**config.mk**
```make
export PLATFORM = sky130hd
export DESIGN_NAME = cache_refill_buffer
export DESIGN_NICKNAME = d
export VERILOG_FILES = /design/src/rtl/cache_refill_buffer.sv
export SDC_FILE = /design/constraint.sdc
export NUM_CORES = 1
export LEC_CHECK = 0
export ABC_AREA = 1
export ABC_CLOCK_PERIOD_IN_PS = 1400
export BUFFER_PORTS_ARGS = -buffer_cell sky130_fd_sc_hd__buf_2
export CORE_AREA = 2 2 95 97
export DETAILED_ROUTE_END_ITERATION = 10
export DIE_AREA = 0 0 97 99
export HOLD_SLACK_MARGIN = 0.08
export PLACE_DENSITY = 0.75
export SYNTH_ARGS = -nofsm -noshare
export SYNTH_HDL_FRONTEND = slang
export SYNTH_SLANG_ARGS = --single-unit
```
**constraint.sdc**
```tcl
create_clock -name clk_in -period 1.4 [get_ports clk_in]
set_clock_uncertainty 0.2 [all_clocks]
set_input_delay 0.21 -clock clk_in [delete_from_list [all_inputs] [get_ports clk_in]]
set_output_delay 0.21 -clock clk_in [all_outputs]
set_load 0.1 [all_outputs]
```
**src/rtl/cache_refill_buffer.sv**
```systemverilog
// Line-fill stage in front of data_array. Accepts a refill request (set + way),
// gathers BEATS narrow memory beats into a block buffer with beat 0 in the LSBs,
// then holds a single full-block write towards data_array until the array port
// is granted. A one-cycle done pulse follows the granted write.
//
// Handshake semantics (both request and beat channels): a transfer happens on a
// rising clk_in edge where valid and ready are both 1. Ready depends only on the
// state register, so it never combinationally follows valid. A requester must
// hold valid and payload stable until the transfer happens.
module cache_refill_buffer #(
    parameter int CACHE_BLOCK_SIZE_IN_BITS = 64,
    parameter int BEAT_WIDTH_IN_BITS       = 16,
    parameter int NUMBER_SETS              = 64,
    parameter int NUMBER_WAYS              = 16,
    parameter int SET_PTR_WIDTH_IN_BITS    = $clog2(NUMBER_SETS)
) (
    input  logic                                clk_in,
    input  logic                                reset_in,
    input  logic                                refill_req_valid_in,
    output logic                                refill_req_ready_out,
    input  logic [SET_PTR_WIDTH_IN_BITS-1:0]    refill_set_addr_in,
    input  logic [NUMBER_WAYS-1:0]              refill_way_select_in,
    input  logic                                mem_beat_valid_in,
    output logic                                mem_beat_ready_out,
    input  logic [BEAT_WIDTH_IN_BITS-1:0]       mem_beat_data_in,
    input  logic                                mem_beat_last_in,
    input  logic                                array_grant_in,
    output logic                                access_en_out,
    output logic                                write_en_out,
    output logic [SET_PTR_WIDTH_IN_BITS-1:0]    access_set_addr_out,
    output logic [NUMBER_WAYS-1:0]              way_select_out,
    output logic [CACHE_BLOCK_SIZE_IN_BITS-1:0] write_data_out,
    output logic                                refill_done_out,
    output logic                                refill_error_out
);

    localparam int BEATS = CACHE_BLOCK_SIZE_IN_BITS / BEAT_WIDTH_IN_BITS;
    localparam int CNT_W = $clog2(BEATS);
    localparam logic [CNT_W-1:0] LAST_CNT = CNT_W'(BEATS - 1);

    // Encoding is visible hierarchically as "state" for checkers and waveforms.
    typedef enum logic [1:0] {
        IDLE  = 2'd0,
        FILL  = 2'd1,
        WRITE = 2'd2
    } state_t;

    state_t                               state;
    state_t                               state_next;
    logic [CNT_W-1:0]                     cnt;
    logic [CACHE_BLOCK_SIZE_IN_BITS-1:0]  buffer;
    logic [SET_PTR_WIDTH_IN_BITS-1:0]     set_q;
    logic [NUMBER_WAYS-1:0]               way_q;
    logic                                 done_q;
    logic                                 error_q;

    logic req_fire;
    logic beat_fire;
    logic write_fire;
    logic last_slot;

    assign req_fire   = (state == IDLE)  && refill_req_valid_in;
    assign beat_fire  = (state == FILL)  && mem_beat_valid_in;
    assign write_fire = (state == WRITE) && array_grant_in;
    assign last_slot  = (cnt == LAST_CNT);

    // State register.
    always_ff @(posedge clk_in) begin
        if (reset_in) begin
            state <= IDLE;
        end else begin
            state <= state_next;
        end
    end

    // Next-state logic: the line is always written after exactly BEATS beats,
    // regardless of what the memory side signals on mem_beat_last_in.
    always_comb begin
        state_next = state;
        case (state)
            IDLE: begin
                if (refill_req_valid_in) begin
                    state_next = FILL;
                end
            end
            FILL: begin
                if (mem_beat_valid_in && last_slot) begin
                    state_next = WRITE;
                end
            end
            WRITE: begin
                if (array_grant_in) begin
                    state_next = IDLE;
                end
            end
            default: begin
                state_next = IDLE;
            end
        endcase
    end

    // Beat counter: cleared on a new request, advanced per accepted beat.
    always_ff @(posedge clk_in) begin
        if (reset_in) begin
            cnt <= '0;
        end else if (req_fire) begin
            cnt <= '0;
        end else if (beat_fire) begin
            if (last_slot) begin
                cnt <= '0;
            end else begin
                cnt <= cnt + 1'b1;
            end
        end
    end

    // Block buffer: beat cnt lands in slice cnt, beat 0 in the LSBs.
    always_ff @(posedge clk_in) begin
        if (reset_in) begin
            buffer <= '0;
        end else if (req_fire) begin
            buffer <= '0;
        end else if (beat_fire) begin
            for (int i = 0; i < BEATS; i++) begin
                if (cnt == CNT_W'(i)) begin
                    buffer[i*BEAT_WIDTH_IN_BITS +: BEAT_WIDTH_IN_BITS] <= mem_beat_data_in;
                end
            end
        end
    end

    // Target set and way captured at request acceptance, held until the next one.
    always_ff @(posedge clk_in) begin
        if (reset_in) begin
            set_q <= '0;
            way_q <= '0;
        end else if (req_fire) begin
            set_q <= refill_set_addr_in;
            way_q <= refill_way_select_in;
        end
    end

    // Done pulse appears the cycle after the granted write.
    always_ff @(posedge clk_in) begin
        if (reset_in) begin
            done_q <= 1'b0;
        end else begin
            done_q <= write_fire;
        end
    end

    // Sticky framing error: last flag must be set on exactly the final beat.
    always_ff @(posedge clk_in) begin
        if (reset_in) begin
            error_q <= 1'b0;
        end else if (beat_fire && (mem_beat_last_in != last_slot)) begin
            error_q <= 1'b1;
        end
    end

    // Output decode from registers only; no input reaches an output combinationally.
    always_comb begin
        refill_req_ready_out = 1'b0;
        mem_beat_ready_out   = 1'b0;
        access_en_out        = 1'b0;
        write_en_out         = 1'b0;
        way_select_out       = '0;
        case (state)
            IDLE: begin
                refill_req_ready_out = 1'b1;
            end
            FILL: begin
                mem_beat_ready_out = 1'b1;
            end
            WRITE: begin
                access_en_out  = 1'b1;
                write_en_out   = 1'b1;
                way_select_out = way_q;
            end
            default: begin
                refill_req_ready_out = 1'b0;
            end
        endcase
        access_set_addr_out = set_q;
        write_data_out      = buffer;
        refill_done_out     = done_q;
        refill_error_out    = error_q;
    end

endmodule

```
==> results.md, run 1 <==
- Main synth FF type: dfxtp_1
- Status: aborted with a tool error
- Post-synthesis compound-gate area fraction: 3.99%
- Num ports: 136
- Post-synth top area share: 48.6%
- Clk buf depth: 2
- Worst EP Category: primary output
- Post-synth ARST share: 0%
- Synth warnings: 0
- Clk root buf: clkbuf_8
- Syn Std Cell Area: 3790 µm²
- Flops & latches, synth: 92
- # rows: 34
- Most common cell in the netlist: nor2_1
- Avg Inst Size Synth: 6.52 µm²
- Yosys top cell by area: dfxtp_1
- CTS Buf Count: 9
- Distinct cells, synth: 16
- Port bufs: 135
- Syn_nets: 629
- Main combinational cell family by area after synthesis: simple AND/OR/NAND/NOR gates
- Synth Area in Simple Gates: 33.9%
- Synth top area cells: dfxtp_1, nor2_1, nand2_1, inv_1, o21ai_0
- Routability cong.: 0.786
- Pin count of the biggest net entering global routing: 33
- Seq/Total Area, Yosys: 48.6%
- Post-DP HPWL: 8.43 mm
- H-tree lvl count: 3
- Area of placed instances: 6280 µm²
- Multiplexer share of the synthesized area: 0%
- Post-synth EDFFs: 0
- Die H: 99 µm
- Run Error: [ERROR DPL-0038] Utilization greater than 100%, impossible to legalize
- Clock sinks: 92
- Adder-cell share of the synthesized area: 1.32%
- Worst Endpoint after GRT Repair: way_select_out[4]
- Stopped at: global routing
- Chip Width: 97 µm
- Initial Util: 44.3%
- Synthesized instance count: 581
- Post-Synth XOR/XNOR Area: 0%
- Post-synth top cells: nor2_1, nand2_1, dfxtp_1
==> metrics by stage <==
step / hold slack, ps / instances / setup WS (ps)
CTS: 11.6 / 924 / -484
detailed placement: 270 / 819 / -126
global placement: 260 / 819 / -54.8
floorplan: 71.7 / 581 / -1000
==> what timing repair did <==
| item | CTS |
|---|---|
| cloned | 22 |
| pin swaps | 31 |
| buffers inserted | 27 |
| resized for setup | 182 |
| hold endpoints to repair | 89 |
| endpoints found under the setup margin | 106 |
| hold buffers | 41 |
==> logic make-up after synthesis <==
group	Yosys count
and+or+nand+nor	339
AOI/OAI and AO/OA	28
DFF	92
buffers and inverters	118
adders and majority gates	4
==> run 2: changes to the inputs <==
==> config.mk (replaced) <==
export PLATFORM = sky130hd
export DESIGN_NAME = cache_refill_buffer
export DESIGN_NICKNAME = d
export VERILOG_FILES = /design/src/rtl/cache_refill_buffer.sv
export SDC_FILE = /design/constraint.sdc
export NUM_CORES = 1
export LEC_CHECK = 0
export ABC_AREA = 1
export ABC_CLOCK_PERIOD_IN_PS = 1800
export BUFFER_PORTS_ARGS = -buffer_cell sky130_fd_sc_hd__buf_2
export CORE_AREA = 2 2 101 103
export DETAILED_ROUTE_END_ITERATION = 10
export DIE_AREA = 0 0 103 105
export PLACE_DENSITY_LB_ADDON = 0.15
export SYNTH_ARGS = -nofsm -noshare
export SYNTH_HDL_FRONTEND = slang
export SYNTH_SLANG_ARGS = --single-unit
==> constraint.sdc (replaced) <==
create_clock -name clk_in -period 1.8 [get_ports clk_in]
set_clock_uncertainty 0.2 [all_clocks]
set_input_delay 0.27 -clock clk_in [delete_from_list [all_inputs] [get_ports clk_in]]
set_output_delay 0.27 -clock clk_in [all_outputs]
set_load 0.1 [all_outputs]
==> run 2 against run 1 <==
The flow now finishes, with violations (setup timing). Area after synthesis is the same. Synthesized cell count is the same.
==> results.md, run 2 <==
- Pin count of the biggest net entering global routing: 36
- Gr usage total: 19.1%
- Initial DRC Count: 127
- Post-synth top cells: nor2_1, nand2_1, dfxtp_1 (unchanged)
- Die ar.: 10,800 µm²
- Hold Fails Final Rpt: 0
- Vias per cell: 4.23
- Area of placed instances: 5110 µm² (was 6280 µm²)
- N_diodes: 0
- Combinational power share: 16.7%
- Post-synth top area share: 48.6% (unchanged)
- Post-synth EDFFs: 0 (unchanged)
- Switching Share: 30.3%
- Area growth from synthesis to final layout: 49.8%
- Clock sinks: 92 (unchanged)
- FMAX: 515 MHz
- Pint: 2.83 mW
- PD cells: 715 nW/µm²
- Met2 wire length: 4.57 mm
- Worst path max stage delay: 370 ps
- M1 WL: 4.78 mm
- Post-DP HPWL: 7.13 mm (was 8.43 mm)
- Yosys top cell by area: dfxtp_1 (unchanged)
- 1st-pass router iterations: 4
- Initial Util: 39.3% (was 44.3%)
- NetSw: 1.23 mW
- Startpoint Class: register
- Avg Inst Size Synth: 6.52 µm² (unchanged)
- Fin nets: 797
- Clk_lat worst skew: 350 ps
- Clock network power share: 30.8%
- Tmin final: 1940 ps
- Seq/Total Area, Yosys: 48.6% (unchanged)
- DR WL/cell: 11.4 µm
- Final cycle utilization of the critical path: 108%
- Detail Route Antenna Nets: 0
- Synth warnings: 0 (unchanged)
- CTS Buf Count: 9 (unchanged)
- Syn Std Cell Area: 3790 µm² (unchanged)
- Failing checks: setup timing
- Max cap viols: 0
- Most frequent cells in the layout: nor2_1, nand2_1, buf_2, dfxtp_1, inv_1
- CP Capture Type: primary output
- Share of layout cells above drive strength 1: 26.2%
- Synth top area cells: dfxtp_1, nor2_1, nand2_1, inv_1, o21ai_0 (unchanged)
- Port bufs: 135 (unchanged)
- Clk buf depth: 2 (unchanged)
- First-pass GRT wire length: 16.4 mm
- CTS tree: yes
- # rows: 36 (was 34)
- DR vias: 3,748
- Leak: 2.94 nW
- Chip Width: 103 µm (was 97 µm)
- RSZ-0062 raised after global routing: true
- Status: finished with violations (was aborted with a tool error)
- CP dominant cell by count: nor2_4
- Post-layout util: 58.9%
- Syn_nets: 629 (unchanged)
- Num ports: 136 (unchanged)
- CP Cell Sequence: nor2_4, clkinv_4, nor2_4, buf_12
- Total grt overflow: 0
- Worst Path Max Fanout: 8
- Finished layout cell area: 5680 µm²
- Placed cell count: 834 (was 819)
- H-tree lvl count: 3 (unchanged)
- Critical path required time: 1330 ps
- Worst Setup Slack, final: -141 ps
- Drc violations: 0
- Distinct cells, synth: 16 (unchanged)
- Final setup fails: 16
- Final WL: 10.1 mm
- Max FFs per register: 64
- Post-synth ARST share: 0% (unchanged)
- Non-Filler Instances: 886
- CP arrival: 1470 ps
- Routability cong.: 0.794 (was 0.786)
- Reg power frac: 52.4%
- Core area: 9640 µm²
- Top Layer Used: met4
- Vias in the first global route: 3,492
- CP delay by family, top: buffers and inverters
- Commonest non-fill, non-tap cell in the layout: nor2_1
- Filler instances: 944
- Most common cell in the netlist: nor2_1 (unchanged)
- Clk root buf: clkbuf_8 (unchanged)
- Slew Limit Fails: 0
- Critical path class: register to primary output
- Relative slew slack: 65.0%
- Die H: 105 µm (was 99 µm)
- Clk pin slew, worst setup/hold paths: 80 ps
- Synthesized instance count: 581 (unchanged)
- Slowest stage cell, crit path: dfxtp_4
- Initial antenna violation count: 0
- Least-Margin Pin Slew: 529 ps
- Main synth FF type: dfxtp_1 (unchanged)
- Peak VDD IR: 0.000379 V
- Routed met3 length: 632 µm
- Hold crit path type: primary input to register
- Buf+Inv Stages, Crit Path: 2
- Flops & latches, synth: 92 (unchanged)
[run 2: cell counts after synthesis]
Identical to the previous run, type by type.
[run 2: layer usage]
metal / global-route usage (%) / up-vias
met5: 0 / -
met4: 5.64 / 0
met3: 4.55 / 9
met2: 29.7 / 98
met1: 26.2 / 1635
li1: - / 2006
[run 2: logic make-up after synthesis]
group / synth area share, %
AND/OR/NAND/NOR: 33.9
buffers and inverters: 12.2
flip-flops: 48.6
AO/OA/AOI/OAI: 3.99
adder cells (fa/ha/maj): 1.32
[run 2: worst min-delay path, cell delays in order]
cell	delay [ps]
buf_2	120
nor2_1	50
nor2_1	80
[run 2: layout make-up]
type / instances / area, µm² / area share (%)
sequential: 92 / 1850 / 32.5
tap: 133 / 166 / 2.93
timing repair inverter: 2 / 25.0 / 0.441
clock inverter: 5 / 37.5 / 0.661
inverter: 92 / 364 / 6.42
multi-input combinational: 371 / 1620 / 28.6
timing repair buffer: 181 / 1470 / 26.0
clock buffer: 10 / 138 / 2.43
[run 2: power groups by stage]
stage,Clock (mW),Combinational (mW),Sequential (mW)
global placement,0,0.615,2.17
detailed placement,0,0.625,2.18
CTS,1.31,0.674,2.13
finish,1.25,0.680,2.13
global route,1.40,0.733,2.14
floorplan,0,0.237,2.38
[run 2: what timing repair did]
| action | 4_1_cts | 5_1_grt |
|---|---|---|
| setup endpoints to repair | 16 | 20 |
| setup buffers | 5 | 2 |
| cloned | 2 | 0 |
| endpoints found under the hold margin | 34 | 0 |
| hold buffers | 28 | 0 |
| resized for setup | 6 | 5 |
| pin swaps | 1 | 2 |
[run 2: final timing paths]
kind	start	endpoint	slack (ps)	depth (start not counted)
setup / recovery	state[0]	way_select_out[3]	-140	4
setup reg to reg	state[1]	access_set_addr_out[2]	130	7
hold reg to reg	refill_error_out	refill_error_out	250	2
hold / removal	mem_beat_data_in[0]	write_data_out[0]	10	3
[run 2: metrics by stage]
stage          power (mW)  worst slack (ps)  setup TNS, ps  hold slack [ps]
6_report             4.06              -141          -1920             12.3
5_1_grt              4.26              -188          -2780             16.7
4_1_cts              4.11              -145          -2140            0.198
3_5_place_dp         2.80               127              0              238
3_3_place_gp         2.79               150              0              235
2_1_floorplan        2.62              -664         -35860              135
Power figures use the tool's default switching activity.
